`config.mk`:
```
export PLATFORM = sky130hd
export DESIGN_NAME = inst_encoder32
export DESIGN_NICKNAME = d
export VERILOG_FILES = /design/src/rtl/rv32_enc_pkg.sv /design/src/rtl/enc_fifo.sv /design/src/rtl/inst_encoder32.sv
export SDC_FILE = /design/constraint.sdc
export NUM_CORES = 1
export LEC_CHECK = 0
export BUFFER_PORTS_ARGS = -buffer_cell sky130_fd_sc_hd__buf_2
export CAP_MARGIN = 10
export CORE_ASPECT_RATIO = 0.6
export CORE_MARGIN = 2
export CORE_UTILIZATION = 50
export CTS_CLUSTER_SIZE = 28
export DETAILED_ROUTE_END_ITERATION = 8
export PLACE_DENSITY = 0.79
export SLEW_MARGIN = 20
export SYNTH_ARGS = -nofsm -noshare
export SYNTH_HDL_FRONTEND = slang
export SYNTH_SLANG_ARGS = --single-unit
```
`constraint.sdc`:
```
create_clock -name clk -period 8.59 [get_ports clk]
set_clock_uncertainty 0.05 [all_clocks]
set_input_delay 1.2885 -clock clk [delete_from_list [all_inputs] [get_ports clk]]
set_output_delay 1.2885 -clock clk [all_outputs]
set_load 0.02 [all_outputs]
```
`src/rtl/rv32_enc_pkg.sv`:
```
// rv32_enc_pkg: opcodes, op indices and funct3/funct7 lookups for the RV32I ALU encoder.
package rv32_enc_pkg;
  localparam logic [6:0] OPC_R_ALU = 7'b0110011;
  localparam logic [6:0] OPC_I_ALU = 7'b0010011;
  localparam logic [4:0] OP_ADD = 5'd0, OP_SUB = 5'd1, OP_XOR = 5'd2, OP_OR = 5'd3, OP_AND = 5'd4;
  localparam logic [4:0] OP_SLL = 5'd5, OP_SRL = 5'd6, OP_SRA = 5'd7, OP_SLT = 5'd8, OP_SLTU = 5'd9;
  localparam logic [4:0] OP_ADDI = 5'd10, OP_XORI = 5'd11, OP_ORI = 5'd12, OP_ANDI = 5'd13;
  localparam logic [4:0] OP_SLLI = 5'd14, OP_SRLI = 5'd15, OP_SRAI = 5'd16, OP_SLTI = 5'd17, OP_SLTIU = 5'd18;
  localparam logic [4:0] NR_OP = 5'd19;
  function automatic logic [2:0] funct3(input logic [4:0] op);
    case (op)
      OP_SLL, OP_SLLI: return 3'd1;
      OP_SLT, OP_SLTI: return 3'd2;
      OP_SLTU, OP_SLTIU: return 3'd3;
      OP_XOR, OP_XORI: return 3'd4;
      OP_SRL, OP_SRA, OP_SRLI, OP_SRAI: return 3'd5;
      OP_OR, OP_ORI: return 3'd6;
      OP_AND, OP_ANDI: return 3'd7;
      default: return 3'd0;
    endcase
  endfunction
  function automatic logic [6:0] funct7(input logic [4:0] op);
    return (op == OP_SUB || op == OP_SRA || op == OP_SRAI) ? 7'h20 : 7'h00;
  endfunction
endpackage

```
`src/rtl/enc_fifo.sv`:
```
// enc_fifo: synchronous FIFO with full/empty flags and a synchronous flush.
module enc_fifo #(
  parameter int W = 64,
  parameter int DEPTH = 4
) (
  input  logic         clk,
  input  logic         rst,
  input  logic         clr,
  input  logic         push,
  input  logic [W-1:0] din,
  input  logic         pop,
  output logic [W-1:0] dout,
  output logic         full,
  output logic         empty
);
  localparam int AW = $clog2(DEPTH);
  logic [W-1:0] mem [DEPTH];
  logic [AW:0] wp, rp;
  logic do_push, do_pop;
  assign full = (wp[AW] != rp[AW]) && (wp[AW-1:0] == rp[AW-1:0]);
  assign empty = wp == rp;
  assign do_push = push && !full;
  assign do_pop = pop && !empty;
  assign dout = mem[rp[AW-1:0]];
  always_ff @(posedge clk or posedge rst)
    if (rst) begin
      wp <= '0;
      rp <= '0;
    end else if (clr) begin
      wp <= '0;
      rp <= '0;
    end else begin
      wp <= wp + (AW+1)'(do_push);
      rp <= rp + (AW+1)'(do_pop);
    end
  always_ff @(posedge clk)
    if (do_push) mem[wp[AW-1:0]] <= din;
endmodule

```
`src/rtl/inst_encoder32.sv`:
```
// inst_encoder32: streaming RV32I R/I-type ALU encoder feeding a word-addressed FIFO.
// Optional macro IENC_IMM_CHECK_EN rejects out-of-range immediates/shamts instead of truncating.
module inst_encoder32
  import rv32_enc_pkg::*;
#(
  parameter int FIFO_DEPTH = 4,
  parameter int ADDR_WIDTH = 32,
  parameter logic [ADDR_WIDTH-1:0] BASE_ADDR = 32'h8000_0000
) (
  input  logic                  clk,
  input  logic                  rst,
  input  logic                  clr,
  input  logic                  in_valid,
  output logic                  in_ready,
  input  logic [4:0]            in_op,
  input  logic [4:0]            in_rd,
  input  logic [4:0]            in_rs1,
  input  logic [4:0]            in_rs2,
  input  logic [31:0]           in_imm,
  output logic                  out_valid,
  input  logic                  out_ready,
  output logic [31:0]           out_inst,
  output logic [ADDR_WIDTH-1:0] out_addr,
  output logic                  err,
  output logic [7:0]            err_cnt
);
  logic full, empty, is_r, is_shi, imm_ok, legal, accept, push;
  logic [31:0] inst;
  logic [ADDR_WIDTH-1:0] addr_cnt;
  logic [31+ADDR_WIDTH:0] dout;
  assign is_r = in_op <= OP_SLTU;
  assign is_shi = in_op >= OP_SLLI && in_op <= OP_SRAI;
`ifdef IENC_IMM_CHECK_EN
  // sign-extension of imm[11] must cover all upper bits to fit 12-bit signed
  assign imm_ok = is_r || (is_shi ? ~|in_imm[31:5] : (&in_imm[31:11] || ~|in_imm[31:11]));
`else
  logic unused_imm;
  assign unused_imm = ^in_imm[31:12];
  assign imm_ok = 1'b1;
`endif
  assign legal = in_op < NR_OP && imm_ok;
  assign inst = is_r ? {funct7(in_op), in_rs2, in_rs1, funct3(in_op), in_rd, OPC_R_ALU}
              : is_shi ? {funct7(in_op), in_imm[4:0], in_rs1, funct3(in_op), in_rd, OPC_I_ALU}
              : {in_imm[11:0], in_rs1, funct3(in_op), in_rd, OPC_I_ALU};
  assign in_ready = !full;
  assign accept = in_valid && in_ready;
  assign push = accept && legal && !clr;
  enc_fifo #(.W(32 + ADDR_WIDTH), .DEPTH(FIFO_DEPTH)) u_fifo (
    .clk(clk), .rst(rst), .clr(clr), .push(push), .din({inst, addr_cnt}),
    .pop(out_ready), .dout(dout), .full(full), .empty(empty)
  );
  assign out_valid = !empty;
  assign out_inst = empty ? '0 : dout[31+ADDR_WIDTH:ADDR_WIDTH];
  assign out_addr = empty ? '0 : dout[ADDR_WIDTH-1:0];
  always_ff @(posedge clk or posedge rst)
    if (rst) begin
      addr_cnt <= BASE_ADDR;
      err <= 1'b0;
      err_cnt <= '0;
    end else if (clr) begin
      addr_cnt <= BASE_ADDR;
      err <= 1'b0;
      err_cnt <= '0;
    end else begin
      if (push) addr_cnt <= addr_cnt + ADDR_WIDTH'(4);
      if (accept && !legal) begin
        err <= 1'b1;
        err_cnt <= err_cnt + 8'(err_cnt != 8'hFF);
      end
    end
endmodule

```
==> flow_summary.toml, run 1 <==
[sta]
fmax_ghz = 0.233
max_slew.worst_pin.slew_ns = 0.903
slew_headroom = 0.398
slew_viol_final = 0
setup_viol = 0
fin_crit_ns = 4.28
holdWs_ns = 0.471
fin_ws_ns = 4.31
period_share = 0.499
hold_viol_final = 0
rsz0062_at_grt = "false"
fin_tns_setup_ns = 0

[drt]
routed-wl-met2_mm = 9.88
met3_length_mm = 1.27
via_per_inst = 5.71
wl_met1_mm = 11.0
highest_layer = "met4"
drc = 0
drt_iter0_drc = 566
num_vias = 6229
ant_nets = 0
routedWlPerCell_um = 20.7
routed_wl_mm = 22.6
dr.pass1.iters = 5

[clocking]
cts.sinks = 269
htree_levels = 1
clk_latency_ns = 0.52
post_cts_buffers = 0
ctsResizeCount = 0
clockBufferDepth = 3
cts_tree = "built"
clkSlewWorstSetupHoldPaths_ns = 0.06
cts_root_buf = "clkbuf_16"
numCtsBuffers = 24
hold_buffers = 0

[setup_path]
worst_ep_required_time_ns = 7.25
critPathLaunchType = "register"
worstPathArrival_ns = 2.95
criticalPathCategory = "reg2out"
crit_fanout = 40
critPathCaptureType = "output pin"

[power_and_ir_drop]
p_leak_uw = 0.00464
power-per-cell-area_mw_per_mm2 = 215
ir_drop_v = 0.000136

[layout]
area_growth_pct = 14.1
fin_area_sq_mm = 0.0129
final_common_cell = "edfxtp_1"
final_cell_mix = "edfxtp_1 (224), buf_2 (106), nor2b_1 (64)"
drive_above_1_share = 0.295
layout.nets = 855

[floorplanning]
dieArea_sq_mm = 0.0238
die_w_um = 198
dieHeight_um = 120
io_pins = 132
start_util = 0.511
row_count = 42
design.core.area_sq_mm = 0.0221

[outcome]
outcome = "completed"

[global_route]
globalRoute.totalOverflow = 0
grt_start_max_net_pins = 58
track_usage = 0.198
grt_pass1_vias = 6364
grt_pass1_wl_mm = 35.8
grt_antenna_before_repair = 1

[place]
dp_hpwl_mm = 13.8
io_buffer_count = 106
place_congestion = 0.784
dp_slack_ns = 4.25
dpl-instance-area_sq_mm = 0.0121

[logic_synthesis]
synth-seq-area-share = 0.696
synthCells = 677
synth_warnings = 0
yosysUniqueCellTypes = 48
ys_ff_latch = 269
syn_area_sq_mm = 0.0113
syn_avg_cell_area_sq_um = 16.7

[run]
drv_cap = 0

[worst_hold_path]
min_path_type = "reg2reg"
==> registers in the layout, indices dropped and copies added, names as in the netlist <==
| signal | flops |
|---|---|
| err | 1 |
| u_fifo.mem | 224 |
| err_cnt | 8 |
| u_fifo.rp | 3 |
| u_fifo.wp | 3 |
| addr_cnt | 30 |
==> synthesized netlist by cell type, drive strengths merged <==
library cell	number	share of area
edfxtp	224	0.60
nor2b	64	0.035
mux4	56	0.11
dfrtp	44	0.098
nor2	37	0.012
nand3	26	0.012
clkbuf	21	0.0070
nand2	20	0.0073
a21oi	19	0.0084
buf	18	0.0099
o21ai	14	0.0062
nand4	12	0.0067
ha	11	0.012
xnor2	11	0.0085
xor2	11	0.0085
inv	9	0.0030
or3	9	0.0054
and2	8	0.0045
mux2	8	0.0080
nor3	8	0.0035
o31ai	7	0.0047
or4	7	0.0047
and3	5	0.0028
nor4	5	0.0028
and4	4	0.0031
a31oi	2	0.0017
mux2i	2	0.0018
nor4b	2	0.0016
o22ai	2	0.0011
a2111oi	1	0.0024
a211o	1	0.0016
a21o	1	0.00067
a31o	1	0.00078
conb	1	0.00033
dfstp	1	0.0023
nand4b	1	0.00078
o211ai	1	0.00067
o221ai	1	0.00078
o311a	1	0.0010
o31a	1	0.00078
==> where the power goes <==
part	internal [uW]	leakage (uW)	total (uW)	switching, uW
logic	123	0.00150	308	185
registers	1430	0.00276	1440	14.6
clock network	579	0.000374	1030	447
==> per-layer routing <==
layer	vias to the layer above	track usage
met1	3157	0.314
met3	39	0.0326
li1	2837	-
met2	196	0.287
met4	0	0.0526
met5	-	0
==> cell type report <==
| type | instances | area, sq um |
|---|---|---|
| fill | 1719 | 9190 |
| sequential | 269 | 7860 |
| multi-input combinational | 364 | 3250 |
| clock buffer | 33 | 676 |
| timing repair buffer | 119 | 628 |
| tap | 286 | 358 |
| clock inverter | 10 | 72.6 |
| inverter | 9 | 35.0 |
| antenna | 1 | 2.50 |
==> metrics by stage <==
step | util | cells | total power, uW
after floorplan | - | 681 | 1690
after global placement | 0.550 | 1047 | 1780
after detailed placement | 0.550 | 1047 | 1780
after CTS | 0.583 | 1090 | 2810
after global routing | 0.584 | 1091 | 2880
final | 0.584 | 1091 | 2780
==> path summary, 6_finish.rpt <==
path | startpoint | cells past startpoint | slack, ns | to
setup / recovery | u_fifo.rp[0]$_DFF_PP0_ | 4 | 4.31 | out_addr[9]
hold / removal | err$_DFFE_PP0P_ | 2 | 0.47 | err$_DFFE_PP0P_
setup reg to reg | u_fifo.rp[0]$_DFF_PP0_ | 6 | 5.04 | u_fifo.mem[3][61]$_DFFE_PP_
hold reg to reg | err$_DFFE_PP0P_ | 2 | 0.47 | err$_DFFE_PP0P_
max in group asynchronous | rst | 2 | 7.05 | u_fifo.rp[0]$_DFF_PP0_
min in group asynchronous | rst | 2 | 0.84 | err_cnt[0]$_DFFE_PP0P_
==> logic make-up (layout without fill, tap and decap cells) <==
group,after synthesis,count (layout),synth area share
multiplexers,66,66,0.122
adder cells (fa/ha/maj),11,11,0.0122
AO/OA/AOI/OAI,52,52,0.0307
flip-flops,269,269,0.696
XOR/XNOR,22,22,0.0171
buffers and inverters,48,171,0.0198
AND/OR/NAND/NOR,208,208,0.102
other,1,6,0.000332
==> critical path: stages, from the launching register on <==
cell	delay [ns]
dfrtp_4	0.69
buf_4	0.74
mux4_2	0.65
nor2b_1	0.16
buf_2	0.19
Power figures use the tool's default switching activity.
==> inputs of run 2 (changes only) <==
--- a/config.mk
+++ b/config.mk
@@ -12,7 +12,7 @@
 export CORE_UTILIZATION = 50
 export CTS_CLUSTER_SIZE = 28
 export DETAILED_ROUTE_END_ITERATION = 8
-export PLACE_DENSITY = 0.79
+export PLACE_DENSITY = 0.82
 export SLEW_MARGIN = 20
 export SYNTH_ARGS = -nofsm -noshare
 export SYNTH_HDL_FRONTEND = slang
==> constraint.sdc (replaced) <==
create_clock -name clk -period 3.94 [get_ports clk]
set_clock_uncertainty 0.05 [all_clocks]
set_input_delay 0.591 -clock clk [delete_from_list [all_inputs] [get_ports clk]]
set_output_delay 0.591 -clock clk [all_outputs]
set_load 0.02 [all_outputs]
==> flow_summary.toml, run 2 (synthesized netlist as in run 1, its figures left out) <==
[place]
io_buffer_count = 106
dp_cells = 1050
dp_hpwl_mm = 14.3
place_congestion = 0.794

[layout]
final_common_cell = "edfxtp_1"
largest_register_ffs = 224
final_cell_mix = "edfxtp_1 (224), buf_2 (106), nor2b_1 (64)"
layout.cells.non_filler = 1092
diodes = 0
area_growth_pct = 14.3
layout.nets = 857
drive_above_1_share = 0.295

[drt]
drt_iter0_drc = 477
dr.pass1.iters = 5
drc = 0
via_per_inst = 5.79
routedWlPerCell_um = 20.6
ant_nets = 0
routed_wl_mm = 22.5
num_vias = 6319

[power_and_ir_drop]
internal_power_uw = 4580
p_leak_uw = 0.00464
seqPwrFrac = 0.525
p_switching_uw = 1420
clkPwrFrac = 0.361
finalPower_uw = 5990
swShare = 0.236
pwr-share-comb = 0.114
ir_drop_v = 0.000261
power-per-cell-area_mw_per_mm2 = 464

[clocking]
hold_buffers = 0
htree_levels = 1
clockBufferDepth = 3
clkSlewWorstSetupHoldPaths_ns = 0.07
cts_root_buf = "clkbuf_16"
cts_tree = "built"
numCtsBuffers = 23
clk_latency_ns = 0.51
cts.sinks = 269
post_cts_buffers = 0
ctsResizeCount = 0

[sta]
hold_viol_final = 0
slew_viol_final = 0
fin_crit_ns = 3.33
max_slew.worst_pin.slew_ns = 0.865
fmax_ghz = 0.300
slew_headroom = 0.423
setup_viol = 0
period_share = 0.845
rsz0062_at_grt = "false"

[floorplanning]
start_util = 0.511
io_pins = 132
die_w_um = 198
dieArea_sq_mm = 0.0238
dieHeight_um = 120
design.core.area_sq_mm = 0.0221
row_count = 42

[global_route]
grt_antenna_before_repair = 0
grt_start_max_net_pins = 58
grt_pass1_vias = 6228
globalRoute.totalOverflow = 0
grt_pass1_wl_mm = 35.4
track_usage = 0.196

[setup_path]
critPathLaunchType = "register"
crit_fanout = 20
rr_startpoint = "u_fifo.rp[0]$_DFF_PP0_"
critPathCaptureType = "output pin"
worst_ep_required_time_ns = 3.30
rr_worst_depth = 7
criticalPathCategory = "reg2out"
worstPathArrival_ns = 2.69
rrSetupSlack_ns = 0.91
r2r_end = "u_fifo.mem[3][58]$_DFFE_PP_"

[run]
drv_cap = 0

[outcome]
outcome = "completed"

[worst_hold_path]
min_path_type = "in2async"
## run 2: changes by cell type in the layout (fill, tap and decap cells not counted), sizes merged
cell / delta
clkinvlp: +2
inv: +1
clkbuf: -2
diode: -1
buf: +3
clkinv: -2
## run 2: worst max path at each step
stage	from	end	slack, ns
final	u_fifo.rp[0]$_DFF_PP0_	out_addr[7]	0.61
after global routing	u_fifo.rp[0]$_DFF_PP0_	out_inst[4]	0.37
after CTS	u_fifo.rp[0]$_DFF_PP0_	out_inst[1]	0.57
after detailed placement	in_op[1]	u_fifo.mem[3][54]$_DFFE_PP_	0.85
after global placement	in_op[1]	u_fifo.mem[3][54]$_DFFE_PP_	0.93
after floorplan	in_op[3]	u_fifo.mem[1][10]$_DFFE_PP_	-1.14
## run 2: power by group through the flow
| stage | clock, uW | sequential [uW] | combinational [uW] |
|---|---|---|---|
| 2_1_floorplan | 0 | 3180 | 497 |
| 3_3_place_gp | 0 | 3200 | 686 |
| 3_5_place_dp | 0 | 3210 | 693 |
| 4_1_cts | 2200 | 3140 | 697 |
| 5_1_grt | 2310 | 3150 | 744 |
| 6_report | 2160 | 3140 | 685 |
## run 2: per-layer routing
layer	global-route usage	part of all wire	wire, um
met5	0	0	0
met4	0.0291	0.0094	211
met3	0.0301	0.067	1500
met2	0.286	0.45	10100
met1	0.317	0.48	10800
## run 2: metrics by stage
step / TNS [ns] / hold slack [ns] / utilization / worst slack (ns) / area (sq um)
after detailed placement: 0 / 0.448 / 0.552 / 0.846 / 12200
final: 0 / 0.150 / 0.585 / 0.612 / 12900
after floorplan: -188.91 / 0.424 / - / -1.14 / 11300
after global routing: 0 / 0.237 / 0.585 / 0.371 / 12900
after global placement: 0 / 0.441 / 0.552 / 0.928 / 12200
after CTS: 0 / 0.233 / 0.585 / 0.573 / 12900
## run 2: cell type report
class                   count  area [sq um]
well taps                 286           358
fillers                  1672          9170
clock inverters            11          85.1
repair buffers            122           663
flip-flops and latches    269          7860
multi-input cells         364          3280
clock buffers              31           626
inverters                   9          35.0
## run 2: worst max-delay path, stage by stage (launching register included)
cell and delay, ns:
dfrtp_4 0.66, xnor2_1 0.37, nand2_1 0.15, nor2_4 0.42, buf_4 0.30, nor2b_1 0.10, buf_2 0.17
==> inputs of run 3 (changes only) <==
==> constraint.sdc (replaced) <==
create_clock -name clk -period 2.75 [get_ports clk]
set_clock_uncertainty 0.05 [all_clocks]
set_input_delay 0.4125 -clock clk [delete_from_list [all_inputs] [get_ports clk]]
set_output_delay 0.4125 -clock clk [all_outputs]
set_load 0.02 [all_outputs]
==> flow_summary.toml, run 3 (synthesized netlist as in run 1, its figures left out) <==
[outcome]
outcome = "completed"

[layout]
largest_register_ffs = 224
final_common_cell = "edfxtp_1"
drive_above_1_share = 0.317
area_growth_pct = 16.7
layout.nets = 865
layout.cells.non_filler = 1100
final_cell_mix = "edfxtp_1 (224), buf_2 (106), nor2b_1 (64)"
fin_util = 0.597
diodes = 0

[global_route]
grt_start_max_net_pins = 58
globalRoute.totalOverflow = 0
track_usage = 0.200
grt_pass1_vias = 6373
grt_antenna_before_repair = 1
grt_pass1_wl_mm = 36.3

[floorplanning]
start_util = 0.511
io_pins = 132
row_count = 42
dieArea_sq_mm = 0.0238
design.core.area_sq_mm = 0.0221
die_w_um = 198
dieHeight_um = 120

[setup_path]
worstPathArrival_ns = 2.16
rrSetupSlack_ns = 0.23
crit_slowest_cell = "dfrtp_2"
critPathCaptureType = "output pin"
critPathLaunchType = "register"
max_stage_delay_ns = 0.51
worst_ep_required_time_ns = 2.29
criticalPathCategory = "reg2out"
crit_fanout = 12
crit_chain = "xnor2_4, nand2_1, nor2_4, buf_12, buf_6, nor2b_1, buf_2"

[power_and_ir_drop]
p_leak_uw = 0.00475
ir_drop_v = 0.000390
power-per-cell-area_mw_per_mm2 = 666
finalPower_uw = 8770

[drt]
highest_layer = "met4"
drc = 0
wl_met1_mm = 10.7
drt_iter0_drc = 562
routed-wl-met2_mm = 10.3
via_per_inst = 5.86
routedWlPerCell_um = 20.8
ant_nets = 0
routed_wl_mm = 22.9
num_vias = 6441
dr.pass1.iters = 5
met3_length_mm = 1.54

[place]
dp_hpwl_mm = 14.2
place_congestion = 0.845
io_buffer_count = 106
dp_cells = 1057

[sta]
period_share = 0.954
holdWs_ns = 0.00863
hold_viol_final = 0
rsz0062_at_grt = "false"
max_slew.worst_pin.slew_ns = 0.845
slew_headroom = 0.436
fin_crit_ns = 2.62
fmax_ghz = 0.381
slew_viol_final = 0
setup_viol = 0

[clocking]
clkSlewWorstSetupHoldPaths_ns = 0.07
numCtsBuffers = 23
htree_levels = 1
cts.sinks = 269
cts_tree = "built"
clk_latency_ns = 0.51
clockBufferDepth = 3
cts_root_buf = "clkbuf_16"

[run]
drv_cap = 0

[worst_hold_path]
min_path_type = "in2async"
[run 3: cell count changes in the layout (fill, tap and decap cells not counted), sizes merged]
cell	previous run	this run
buf	122	130
clkbuf	31	27
clkinv	8	11
clkinvlp	2	0
inv	9	11
bufinv	1	2
[run 3: repair_timing]
item,4_1_cts,5_1_grt
hold buffers,0,0
buffers inserted,0,1
gates resized for setup,1,6
endpoints found under the setup margin,56,51
endpoints found under the hold margin,0,0
pin swaps,0,1
[run 3: path summary, 6_finish.rpt]
path                            cells past startpoint                          end                    from
worst max-delay path                                7                  out_addr[4]  u_fifo.wp[1]$_DFF_PP0_
worst min register to register                      2              err$_DFFE_PP0P_         err$_DFFE_PP0P_
worst min-delay path                                2              err$_DFFE_PP0P_                     rst
max in group asynchronous                           2       u_fifo.rp[0]$_DFF_PP0_                     rst
worst max register to register                      5     addr_cnt[27]$_DFFE_PP0N_  u_fifo.wp[1]$_DFF_PP0_
min in group clk                                    1  u_fifo.mem[0][40]$_DFFE_PP_                in_rd[1]
[run 3: through the flow]
stage	area [sq um]	setup TNS [ns]	setup WS [ns]
3_5_place_dp	12400	0	0.218
2_1_floorplan	11400	-115.92	-0.751
3_3_place_gp	12400	0	0.319
5_1_grt	13200	0	0.0209
4_1_cts	13100	0	0.00688
6_report	13200	0	0.126
[run 3: report_power, final]
part / switching, uW / internal (uW)
logic: 622 / 452
registers: 30.0 / 4450
clock network: 1420 / 1790
[run 3: worst max-delay path, delay by kind of cell (launching register included)]
kind | cells | cell delay, ns
AND/OR/NAND/NOR | 3 | 0.41
buffers and inverters | 3 | 0.46
XOR/XNOR | 1 | 0.26
flip-flops | 1 | 0.51
[run 3: final cells by class]
type | instances | area (sq um)
flip-flops and latches | 269 | 7860
fillers | 1621 | 8900
clock inverters | 15 | 129
inverters | 9 | 33.8
multi-input cells | 364 | 3350
well taps | 286 | 358
repair buffers | 130 | 826
clock buffers | 27 | 612
[run 3: layer usage]
layer,global-route usage,vias up
li1,-,2855
met1,0.306,3295
met2,0.303,257
met3,0.0357,34
met4,0.0442,0
met5,0,-
